==> src/rtl/vlsu_meta_seq_if.sv <==
// Request and meta handshake bundle for the vector LSU meta sequencer.
// Field names of the meta payloads follow the transaction control unit's naming.
interface vlsu_meta_seq_if #(
  parameter int unsigned AddrWidth   = 64,
  parameter int unsigned IdWidth     = 4,
  parameter int unsigned CntWidth    = 8,
  parameter int unsigned SegNibWidth = 20
);
  localparam int unsigned PageBits = 13;
  localparam int unsigned TxnWidth = SegNibWidth + 1 - PageBits;
  localparam int unsigned LtnWidth = PageBits + 1;

  typedef struct packed {
    logic [IdWidth-1:0]  reqId;
    logic                isLoad;
    logic [CntWidth-1:0] rmnGrp;
    logic [CntWidth-1:0] rmnSeg;
  } meta_glb_t;

  typedef struct packed {
    logic [AddrWidth-1:0] segBaseAddr;
    logic [TxnWidth-1:0]  txnCnt;
    logic [TxnWidth-1:0]  txnNum;
    logic [LtnWidth-1:0]  ltN;
  } meta_seglv_t;

  logic                   req_valid_i;
  logic                   req_ready_o;
  logic [IdWidth-1:0]     req_id_i;
  logic                   req_is_load_i;
  logic [AddrWidth-1:0]   req_base_i;
  logic [CntWidth-1:0]    req_grp_num_i;
  logic [CntWidth-1:0]    req_seg_num_i;
  logic [AddrWidth-1:0]   req_grp_stride_i;
  logic [AddrWidth-1:0]   req_seg_stride_i;
  logic [SegNibWidth-1:0] req_seg_nib_i;
  logic                   meta_valid_o;
  logic                   meta_ready_i;
  meta_glb_t              meta_glb_o;
  meta_seglv_t            meta_seglv_o;

  modport slave (
    input  req_valid_i, req_id_i, req_is_load_i, req_base_i, req_grp_num_i,
           req_seg_num_i, req_grp_stride_i, req_seg_stride_i, req_seg_nib_i,
           meta_ready_i,
    output req_ready_o, meta_valid_o, meta_glb_o, meta_seglv_o
  );

  modport master (
    output req_valid_i, req_id_i, req_is_load_i, req_base_i, req_grp_num_i,
           req_seg_num_i, req_grp_stride_i, req_seg_stride_i, req_seg_nib_i,
           meta_ready_i,
    input  req_ready_o, meta_valid_o, meta_glb_o, meta_seglv_o
  );
endinterface

==> src/rtl/vlsu_meta_seq.sv <==
// Walks a grouped/segmented strided request and emits one meta beat per
// 8 KiB-nibble page transaction touched by each segment.
module vlsu_meta_seq #(
  parameter int unsigned AddrWidth   = 64,
  parameter int unsigned IdWidth     = 4,
  parameter int unsigned CntWidth    = 8,
  parameter int unsigned SegNibWidth = 20
) (
  input  logic           clk_i,
  input  logic           rst_ni,
  vlsu_meta_seq_if.slave bus,
  output logic           busy_o,
  output logic           done_o
);
  localparam int unsigned PageBits = 13;
  localparam int unsigned EndWidth = SegNibWidth + 1;
  localparam int unsigned TxnWidth = EndWidth - PageBits;
  localparam int unsigned LtnWidth = PageBits + 1;

  typedef enum logic [1:0] {IDLE, CALC, EMIT} state_e;

  state_e                 state_q, state_d;
  logic [IdWidth-1:0]     req_id_q, req_id_d;
  logic                   is_load_q, is_load_d;
  logic [AddrWidth-1:0]   grp_stride_q, grp_stride_d;
  logic [AddrWidth-1:0]   seg_stride_q, seg_stride_d;
  logic [CntWidth-1:0]    seg_num_q, seg_num_d;
  logic [SegNibWidth-1:0] seg_nib_q, seg_nib_d;
  logic                   zero_len_q, zero_len_d;
  logic [AddrWidth-1:0]   grp_addr_q, grp_addr_d;
  logic [AddrWidth-1:0]   seg_addr_q, seg_addr_d;
  logic [CntWidth-1:0]    rmn_grp_q, rmn_grp_d;
  logic [CntWidth-1:0]    rmn_seg_q, rmn_seg_d;
  logic [TxnWidth-1:0]    txn_cnt_q, txn_cnt_d;
  logic [TxnWidth-1:0]    txn_num_q, txn_num_d;
  logic [LtnWidth-1:0]    ltn_q, ltn_d;
  logic                   req_ready_q, req_ready_d;
  logic                   meta_valid_q, meta_valid_d;
  logic                   busy_q, busy_d;
  logic [EndWidth-1:0]    seg_end_c;
  logic                   done_c;

  always_comb begin
    state_d      = state_q;
    req_id_d     = req_id_q;
    is_load_d    = is_load_q;
    grp_stride_d = grp_stride_q;
    seg_stride_d = seg_stride_q;
    seg_num_d    = seg_num_q;
    seg_nib_d    = seg_nib_q;
    zero_len_d   = zero_len_q;
    grp_addr_d   = grp_addr_q;
    seg_addr_d   = seg_addr_q;
    rmn_grp_d    = rmn_grp_q;
    rmn_seg_d    = rmn_seg_q;
    txn_cnt_d    = txn_cnt_q;
    txn_num_d    = txn_num_q;
    ltn_d        = ltn_q;
    done_c       = 1'b0;
    // Last nibble of the segment relative to the start of its first page
    seg_end_c    = EndWidth'(seg_addr_q[PageBits-1:0]) + EndWidth'(seg_nib_q)
                 - EndWidth'(1);

    unique case (state_q)
      IDLE: begin
        if (bus.req_valid_i) begin
          req_id_d     = bus.req_id_i;
          is_load_d    = bus.req_is_load_i;
          grp_stride_d = bus.req_grp_stride_i;
          seg_stride_d = bus.req_seg_stride_i;
          seg_num_d    = bus.req_seg_num_i;
          seg_nib_d    = bus.req_seg_nib_i;
          zero_len_d   = (bus.req_seg_nib_i == '0);
          grp_addr_d   = bus.req_base_i;
          seg_addr_d   = bus.req_base_i;
          rmn_grp_d    = bus.req_grp_num_i;
          rmn_seg_d    = bus.req_seg_num_i;
          state_d      = CALC;
        end
      end
      CALC: begin
        // A zero-length request only spends this cycle signalling completion
        if (zero_len_q) begin
          done_c  = 1'b1;
          state_d = IDLE;
        end else begin
          txn_num_d = TxnWidth'(seg_end_c >> PageBits);
          ltn_d     = LtnWidth'(seg_end_c[PageBits-1:0]) + LtnWidth'(1);
          txn_cnt_d = '0;
          state_d   = EMIT;
        end
      end
      EMIT: begin
        if (bus.meta_ready_i) begin
          if (txn_cnt_q != txn_num_q) begin
            txn_cnt_d = txn_cnt_q + TxnWidth'(1);
          end else if (rmn_seg_q != '0) begin
            seg_addr_d = seg_addr_q + seg_stride_q;
            rmn_seg_d  = rmn_seg_q - CntWidth'(1);
            state_d    = CALC;
          end else if (rmn_grp_q != '0) begin
            grp_addr_d = grp_addr_q + grp_stride_q;
            seg_addr_d = grp_addr_q + grp_stride_q;
            rmn_seg_d  = seg_num_q;
            rmn_grp_d  = rmn_grp_q - CntWidth'(1);
            state_d    = CALC;
          end else begin
            done_c  = 1'b1;
            state_d = IDLE;
          end
        end
      end
      default: state_d = IDLE;
    endcase

    req_ready_d  = (state_d == IDLE);
    meta_valid_d = (state_d == EMIT);
    busy_d       = (state_d != IDLE);
  end

  always_ff @(posedge clk_i) begin
    if (!rst_ni) begin
      state_q      <= IDLE;
      req_id_q     <= '0;
      is_load_q    <= 1'b0;
      grp_stride_q <= '0;
      seg_stride_q <= '0;
      seg_num_q    <= '0;
      seg_nib_q    <= '0;
      zero_len_q   <= 1'b0;
      grp_addr_q   <= '0;
      seg_addr_q   <= '0;
      rmn_grp_q    <= '0;
      rmn_seg_q    <= '0;
      txn_cnt_q    <= '0;
      txn_num_q    <= '0;
      ltn_q        <= '0;
      req_ready_q  <= 1'b1;
      meta_valid_q <= 1'b0;
      busy_q       <= 1'b0;
    end else begin
      state_q      <= state_d;
      req_id_q     <= req_id_d;
      is_load_q    <= is_load_d;
      grp_stride_q <= grp_stride_d;
      seg_stride_q <= seg_stride_d;
      seg_num_q    <= seg_num_d;
      seg_nib_q    <= seg_nib_d;
      zero_len_q   <= zero_len_d;
      grp_addr_q   <= grp_addr_d;
      seg_addr_q   <= seg_addr_d;
      rmn_grp_q    <= rmn_grp_d;
      rmn_seg_q    <= rmn_seg_d;
      txn_cnt_q    <= txn_cnt_d;
      txn_num_q    <= txn_num_d;
      ltn_q        <= ltn_d;
      req_ready_q  <= req_ready_d;
      meta_valid_q <= meta_valid_d;
      busy_q       <= busy_d;
    end
  end

  assign bus.req_ready_o  = req_ready_q;
  assign bus.meta_valid_o = meta_valid_q;
  assign bus.meta_glb_o   = {req_id_q, is_load_q, rmn_grp_q, rmn_seg_q};
  assign bus.meta_seglv_o = {seg_addr_q, txn_cnt_q, txn_num_q, ltn_q};
  assign busy_o           = busy_q;
  // Completion is tied to the final handshake; suppressed while reset is applied
  assign done_o           = done_c & rst_ni;
endmodule

==> src/flat_wrapper.sv <==
// flat-port wrapper written by rule: the top's interface ports become plain ports
module vlsu_meta_seq_flat 
#(
  parameter int unsigned AddrWidth   = 64,
  parameter int unsigned IdWidth     = 4,
  parameter int unsigned CntWidth    = 8,
  parameter int unsigned SegNibWidth = 20
)
  (clk_i, rst_ni, busy_o, done_o, bus_req_valid_i, bus_req_id_i, bus_req_is_load_i, bus_req_base_i, bus_req_grp_num_i, bus_req_seg_num_i, bus_req_grp_stride_i, bus_req_seg_stride_i, bus_req_seg_nib_i, bus_meta_ready_i, bus_req_ready_o, bus_meta_valid_o, bus_meta_glb_o, bus_meta_seglv_o);
  vlsu_meta_seq_if #(.AddrWidth(AddrWidth), .IdWidth(IdWidth), .CntWidth(CntWidth), .SegNibWidth(SegNibWidth)) bus_i ();
  input  logic clk_i;
  input  logic rst_ni;
  output logic busy_o;
  output logic done_o;
  input wire logic [$bits(bus_i.req_valid_i)-1:0] bus_req_valid_i;
  input wire logic [$bits(bus_i.req_id_i)-1:0] bus_req_id_i;
  input wire logic [$bits(bus_i.req_is_load_i)-1:0] bus_req_is_load_i;
  input wire logic [$bits(bus_i.req_base_i)-1:0] bus_req_base_i;
  input wire logic [$bits(bus_i.req_grp_num_i)-1:0] bus_req_grp_num_i;
  input wire logic [$bits(bus_i.req_seg_num_i)-1:0] bus_req_seg_num_i;
  input wire logic [$bits(bus_i.req_grp_stride_i)-1:0] bus_req_grp_stride_i;
  input wire logic [$bits(bus_i.req_seg_stride_i)-1:0] bus_req_seg_stride_i;
  input wire logic [$bits(bus_i.req_seg_nib_i)-1:0] bus_req_seg_nib_i;
  input wire logic [$bits(bus_i.meta_ready_i)-1:0] bus_meta_ready_i;
  output wire logic [$bits(bus_i.req_ready_o)-1:0] bus_req_ready_o;
  output wire logic [$bits(bus_i.meta_valid_o)-1:0] bus_meta_valid_o;
  output wire logic [$bits(bus_i.meta_glb_o)-1:0] bus_meta_glb_o;
  output wire logic [$bits(bus_i.meta_seglv_o)-1:0] bus_meta_seglv_o;
  assign bus_i.req_valid_i = bus_req_valid_i;
  assign bus_i.req_id_i = bus_req_id_i;
  assign bus_i.req_is_load_i = bus_req_is_load_i;
  assign bus_i.req_base_i = bus_req_base_i;
  assign bus_i.req_grp_num_i = bus_req_grp_num_i;
  assign bus_i.req_seg_num_i = bus_req_seg_num_i;
  assign bus_i.req_grp_stride_i = bus_req_grp_stride_i;
  assign bus_i.req_seg_stride_i = bus_req_seg_stride_i;
  assign bus_i.req_seg_nib_i = bus_req_seg_nib_i;
  assign bus_i.meta_ready_i = bus_meta_ready_i;
  assign bus_req_ready_o = bus_i.req_ready_o;
  assign bus_meta_valid_o = bus_i.meta_valid_o;
  assign bus_meta_glb_o = bus_i.meta_glb_o;
  assign bus_meta_seglv_o = bus_i.meta_seglv_o;
  vlsu_meta_seq #(.AddrWidth(AddrWidth), .IdWidth(IdWidth), .CntWidth(CntWidth), .SegNibWidth(SegNibWidth)) u_core (.clk_i(clk_i), .rst_ni(rst_ni), .bus(bus_i), .busy_o(busy_o), .done_o(done_o));
endmodule
==> config.mk <==
export PLATFORM = sky130hd
export DESIGN_NAME = vlsu_meta_seq_flat
export DESIGN_NICKNAME = d
export VERILOG_FILES = /design/src/rtl/vlsu_meta_seq_if.sv /design/src/rtl/vlsu_meta_seq.sv /design/src/flat_wrapper.sv
export SDC_FILE = /design/constraint.sdc
export NUM_CORES = 1
export LEC_CHECK = 0
export ABC_AREA = 0
export CAP_MARGIN = 20
export CORE_MARGIN = 4
export CORE_UTILIZATION = 50
export DETAILED_ROUTE_END_ITERATION = 12
export PLACE_DENSITY = 0.75
export SKIP_CTS_REPAIR_TIMING = 1
export SYNTH_ARGS = -nofsm -noshare
export SYNTH_HDL_FRONTEND = slang
export SYNTH_SLANG_ARGS = --single-unit
==> constraint.sdc <==
create_clock -name clk_i -period 3.8 [get_ports clk_i]
set_input_delay 0.57 -clock clk_i [delete_from_list [all_inputs] [get_ports clk_i]]
set_output_delay 0.57 -clock clk_i [all_outputs]
set_load 0.01 [all_outputs]
After elaboration in Yosys (flattened, before gate mapping). Cells that the tools add are included.

Register bits after elaboration: 341. Bits of input ports: 237. Output and inout bits: 119. Logic and storage cells: 92.

$add $sub $neg: 8. Equal/unequal tests: 12. Mux-type cells: 39. Bitwise operators: 2. Reductions and logical operators: 13.

Operators with widths (count): $mux W64 (8); $pmux W64 S2 (2); $add A64 B64 Y64 (2); $mux W8 (13); $pmux W8 S2 (3); $add A13 B20 Y21 (1); $sub A21 B1 Y21 const B (1); $logic_not A20 Y1 (1); $reduce_bool A8 Y1 (2); $sub A8 B1 Y8 const B (2); $add A13 B1 Y14 const B (1); $mux W2 (5); $ne A2 B2 Y1 const B (5); $add A8 B1 Y8 const B (1); $ne A8 B8 Y1 (1); $mux W1 (6); $pmux W2 S3 (1); $reduce_and A6 Y1 (1); $reduce_bool A2 Y1 (3); $reduce_and A5 Y1 (1); $eq A2 B2 Y1 const B (2); $logic_not A2 Y1 (2); $ne A2 B1 Y1 const B (2); $reduce_and A2 Y1 (2); other kinds (6) (6).

Longest topological paths before layout.
Word-level depth: 7. Gate-level depth with buffers: 16. Mapped depth without buffers: 16.

Least setup slack after synthesis. Ideal clock, no wire load.

Path kind: reg-to-reg. Start point: reg u_core.seg_addr_q[6]. End point: reg u_core.seg_addr_q[35]. Setup time: 0.114 ns. Data arrival time: 3.117 ns. Required time: 3.686 ns. Path slack: 0.568 ns. Stages on the path, launching flop included: 12. Path buffers: 0. Period minus slack after synthesis: 3.232 ns. Cell sequence: dfxtp_1 > ha_1 > a2111o_1 > o22a_1 > a211o_1 > a311o_1 > a21oi_1 > o21bai_1 > a21oi_1 > xnor2_1 > mux2i_1 > a2111oi_0.

Cells in the longest elaborated chain, start to end: 5.

Ends and longest elaborated chain: from (decl) (line vlsu_meta_seq.sv:31) `logic [AddrWidth-1:0] seg_addr_q, seg_addr_d;`; from (signal assigned) (line vlsu_meta_seq.sv:151) `seg_addr_q <= seg_addr_d;`; $add A64 B64 Y64 (line vlsu_meta_seq.sv:98) `seg_addr_d = seg_addr_q + seg_stride_q;`; $mux W64 (line vlsu_meta_seq.sv:97) `end else if (rmn_seg_q != '0) begin`; $mux W64 (line vlsu_meta_seq.sv:95) `if (txn_cnt_q != txn_num_q) begin`; $mux W64 (line vlsu_meta_seq.sv:94) `if (bus.meta_ready_i) begin`; $pmux W64 S2 (line vlsu_meta_seq.sv:64) `unique case (state_q)`.

No other way between the ends. The select of a mux whose other input is x is not followed. A chain may end at the register's enable or synchronous reset.

Worst setup path after layout.
Start point: reg u_core.grp_stride_q[2]. End point: reg u_core.seg_addr_q[51].

Cells in the longest elaborated chain, start to end: 6.

Ends and longest elaborated chain: from (decl) (line vlsu_meta_seq.sv:25) `logic [AddrWidth-1:0] grp_stride_q, grp_stride_d;`; from (signal assigned) (line vlsu_meta_seq.sv:145) `grp_stride_q <= grp_stride_d;`; $add A64 B64 Y64 (line vlsu_meta_seq.sv:103) `seg_addr_d = grp_addr_q + grp_stride_q;`; $mux W64 (line vlsu_meta_seq.sv:101) `end else if (rmn_grp_q != '0) begin`; $mux W64 (line vlsu_meta_seq.sv:97); $mux W64 (line vlsu_meta_seq.sv:95); $mux W64 (line vlsu_meta_seq.sv:94); $pmux W64 S2 (line vlsu_meta_seq.sv:64).

No other way between the ends. The select of a mux whose other input is x is not followed.

==> results.json <==
{
  "status": "finished, final reports clean",
  "fmax_mhz": 276,
  "synth_area_leaders": "dfxtp_1 (30%), a21oi_1 (9.9%), nand2_1 (9.3%)",
  "numClockSinks": 341,
  "ys_warn_count": 0,
  "clk_pin_slew_ps": 60,
  "die_y_um": 221,
  "antenna_found_initial": 7,
  "portBuffers": 355,
  "grt_max_degree": 140,
  "regArea_mm2": 0.00683,
  "grt.total_usage": 0.351,
  "drive_gt1_frac": 0.0552,
  "end_kind": "register",
  "ant_nets": 0,
  "final_cell_area_mm2": 0.0283,
  "hold_start": "u_core.seg_num_q[1]",
  "synth_top_area_frac": 0.302,
  "dieArea_mm2": 0.0487,
  "yosysMostFrequentCell": "nand2_1",
  "yosysTopAreaCell": "dfxtp_1",
  "num_rows": 77,
  "coreArea_mm2": 0.0444,
  "rr_worst_depth": 14,
  "final_core_util": 0.637,
  "syn_area_mm2": 0.0226,
  "cp_max_fo": 4,
  "hold_path.class": "register to register",
  "drc": 0,
  "placed_area_mm2": 0.0268,
  "cts_tree": "done",
  "r2r_slack_ps": 180,
  "syn-num-nets": 3460,
  "htreeDepth": 2,
  "synth-seq-cells": 341,
  "grt_overflow": 0,
  "async_flop_share": 0,
  "ios": 356,
  "finalNetCount": 3724,
  "drv_slew": 0,
  "dp.cells": 3868,
  "whs_path_depth": 2,
  "wirelength_mm": 89.4,
  "synth_commonest_cells": "nand2_1 (561), a21oi_1 (446), dfxtp_1 (341)",
  "critPathLaunchType": "register",
  "syn_to_final_growth_pct": 25.1,
  "crit_type": "register to register",
  "holdPathEnd": "u_core.seg_num_q[1]",
  "vias": 24300,
  "via_per_inst": 6.15,
  "insertion_delay_ps": 590,
  "leakagePower_nw": 11.5,
  "cp.arrival_ps": 4090,
  "relSlewSlack": 0.517,
  "die_w_um": 221,
  "drtIter0Drc": 1994,
  "grt_pass1_vias": 23600,
  "max-vdd-ir-drop_mv": 0.541,
  "cts_root_buf": "clkbuf_16",
  "multi_input_area_mm2": 0.0147,
  "holdWs_ps": 457,
  "n_fill_cell": 3962,
  "layoutNonFillerInstCount": 3947,
  "dp_hpwl_mm": 70.1,
  "drt_pass1_iterations": 6,
  "clock_skew_ps": 31.2,
  "maxCapViolCount": 0,
  "grt_first_pass_wirelength_mm": 133,
  "r2r-start": "u_core.grp_stride_q[2]",
  "ys_types": 75,
  "routabilityCongestion": 1.04,
  "initial_core_util": 0.509,
  "cts.path.max_buffers": 3,
  "finalHoldViolCount": 0,
  "timing.rr.end": "u_core.seg_addr_q[51]",
  "syn_inst": 3054,
  "power_density_mw_per_mm2": 804,
  "synth.avg_cell_area_um2": 7.40,
  "cts_buffers": 40,
  "period_minus_slack_ps": 3620,
  "wl_per_cell_um": 22.7,
  "setup_viol": 0,
  "min_period_over_period": 0.952,
  "synth_edf_count": 0,
  "yosysSeqAreaShare": 0.302,
  "cp.required_ps": 4270,
  "max_slew.worst_pin.slew_ps": 725,
  "ys_dominant_reg_cell": "dfxtp_1"
}
-- through the flow --
stage | setup slack, ps | TNS (ps) | total power [mW]
global route | -41.3 | -41.3 | 24.1
CTS | -85.0 | -85.0 | 22.5
floorplan | 568 | 0 | 13.6
finish | 181 | 0 | 22.7
detailed placement | 107 | 0 | 18.4
global placement | 192 | 0 | 18.2
-- flip-flops by register name, summed over array words and instances, names as in the netlist, 2 cells and up --
| signal | flops |
|---|---|
| u_core.grp_stride_q | 64 |
| u_core.rmn_seg_q | 8 |
| u_core.txn_cnt_q | 8 |
| u_core.seg_stride_q | 64 |
| u_core.seg_num_q | 8 |
| u_core.rmn_grp_q | 8 |
| u_core.req_id_q | 4 |
| u_core.txn_num_q | 8 |
| u_core.grp_addr_q | 64 |
| u_core.state_q | 2 |
| u_core.ltn_q | 14 |
| u_core.seg_nib_q | 20 |
| u_core.seg_addr_q | 64 |
-- worst max-delay path by stage --
| stage | startpoint | endpoint | slack [ps] | cells past startpoint |
|---|---|---|---|---|
| 6_report | u_core.grp_stride_q[2] | u_core.seg_addr_q[51] | 180 | 14 |
| 5_1_grt | u_core.grp_stride_q[2] | u_core.seg_addr_q[51] | -40 | 14 |
| 4_1_cts | u_core.rmn_seg_q[0] | done_o | -80 | 9 |
| 3_5_place_dp | u_core.grp_addr_q[0] | u_core.seg_addr_q[60] | 110 | 13 |
| 3_3_place_gp | u_core.grp_addr_q[0] | u_core.grp_addr_q[60] | 190 | 13 |
| 2_1_floorplan | u_core.seg_addr_q[6] | u_core.seg_addr_q[35] | 570 | 11 |
-- per-layer routing --
layer  global-route usage  wire length [um]
met3               0.0618              6530
met4                0.257              7620
met5                    0                13
met1                0.385             32400
met2                0.610             42800
-- worst max-delay path, cell delays in order (launching register included) --
cell      delay, ps
dfxtp_1         330
ha_1            380
o21ai_0         180
o21a_1          240
o311ai_0        340
buf_4           190
and4bb_2        260
nor3_2           70
nor2_1          210
a31oi_1         130
buf_4           170
o41ai_1         300
xor2_1          220
a221oi_1        410
nor2_1           70
-- cell type report --
type,instances,area share
Multi-Input combinational cell,2394,0.519
Clock buffer,53,0.0403
Inverter,115,0.0155
Timing Repair Buffer,426,0.148
Antenna cell,5,0.000443
Clock inverter,21,0.00907
Sequential cell,341,0.241
Tap cell,592,0.0262
-- power by group --
group	internal [mW]	switching [mW]	total [mW]
Combinational	4.95	8.06	13.0
Clock	2.41	1.68	4.09
Sequential	4.65	0.996	5.65
-- layout by cell type, fill, tap and decap left out, types with 55 or more instances in the layout --
cell	instances
o21ai_0	151
a211oi_1	63
nand2_1	559
o211ai_1	55
inv_1	113
dfxtp_1	341
nor2_1	180
a21oi_1	443
clkdlybuf4s50_1	353
a21o_1	85
buf_4	64
xor2_1	65
ha_1	165
xnor2_1	98
-- cells by family (layout without fill, tap and decap cells) --
group | after synthesis | in the layout | synth area share
AND/OR/NAND/NOR | 1008 | 1008 | 0.193
other | 0 | 5 | 0
buffers and inverters | 319 | 615 | 0.0535
adder cells (fa/ha/maj) | 169 | 169 | 0.0946
multiplexers | 34 | 34 | 0.0151
flip-flops | 341 | 341 | 0.302
AO/OA/AOI/OAI | 1020 | 1020 | 0.278
XOR/XNOR | 163 | 163 | 0.0632
(Power assumes the default switching activity.)
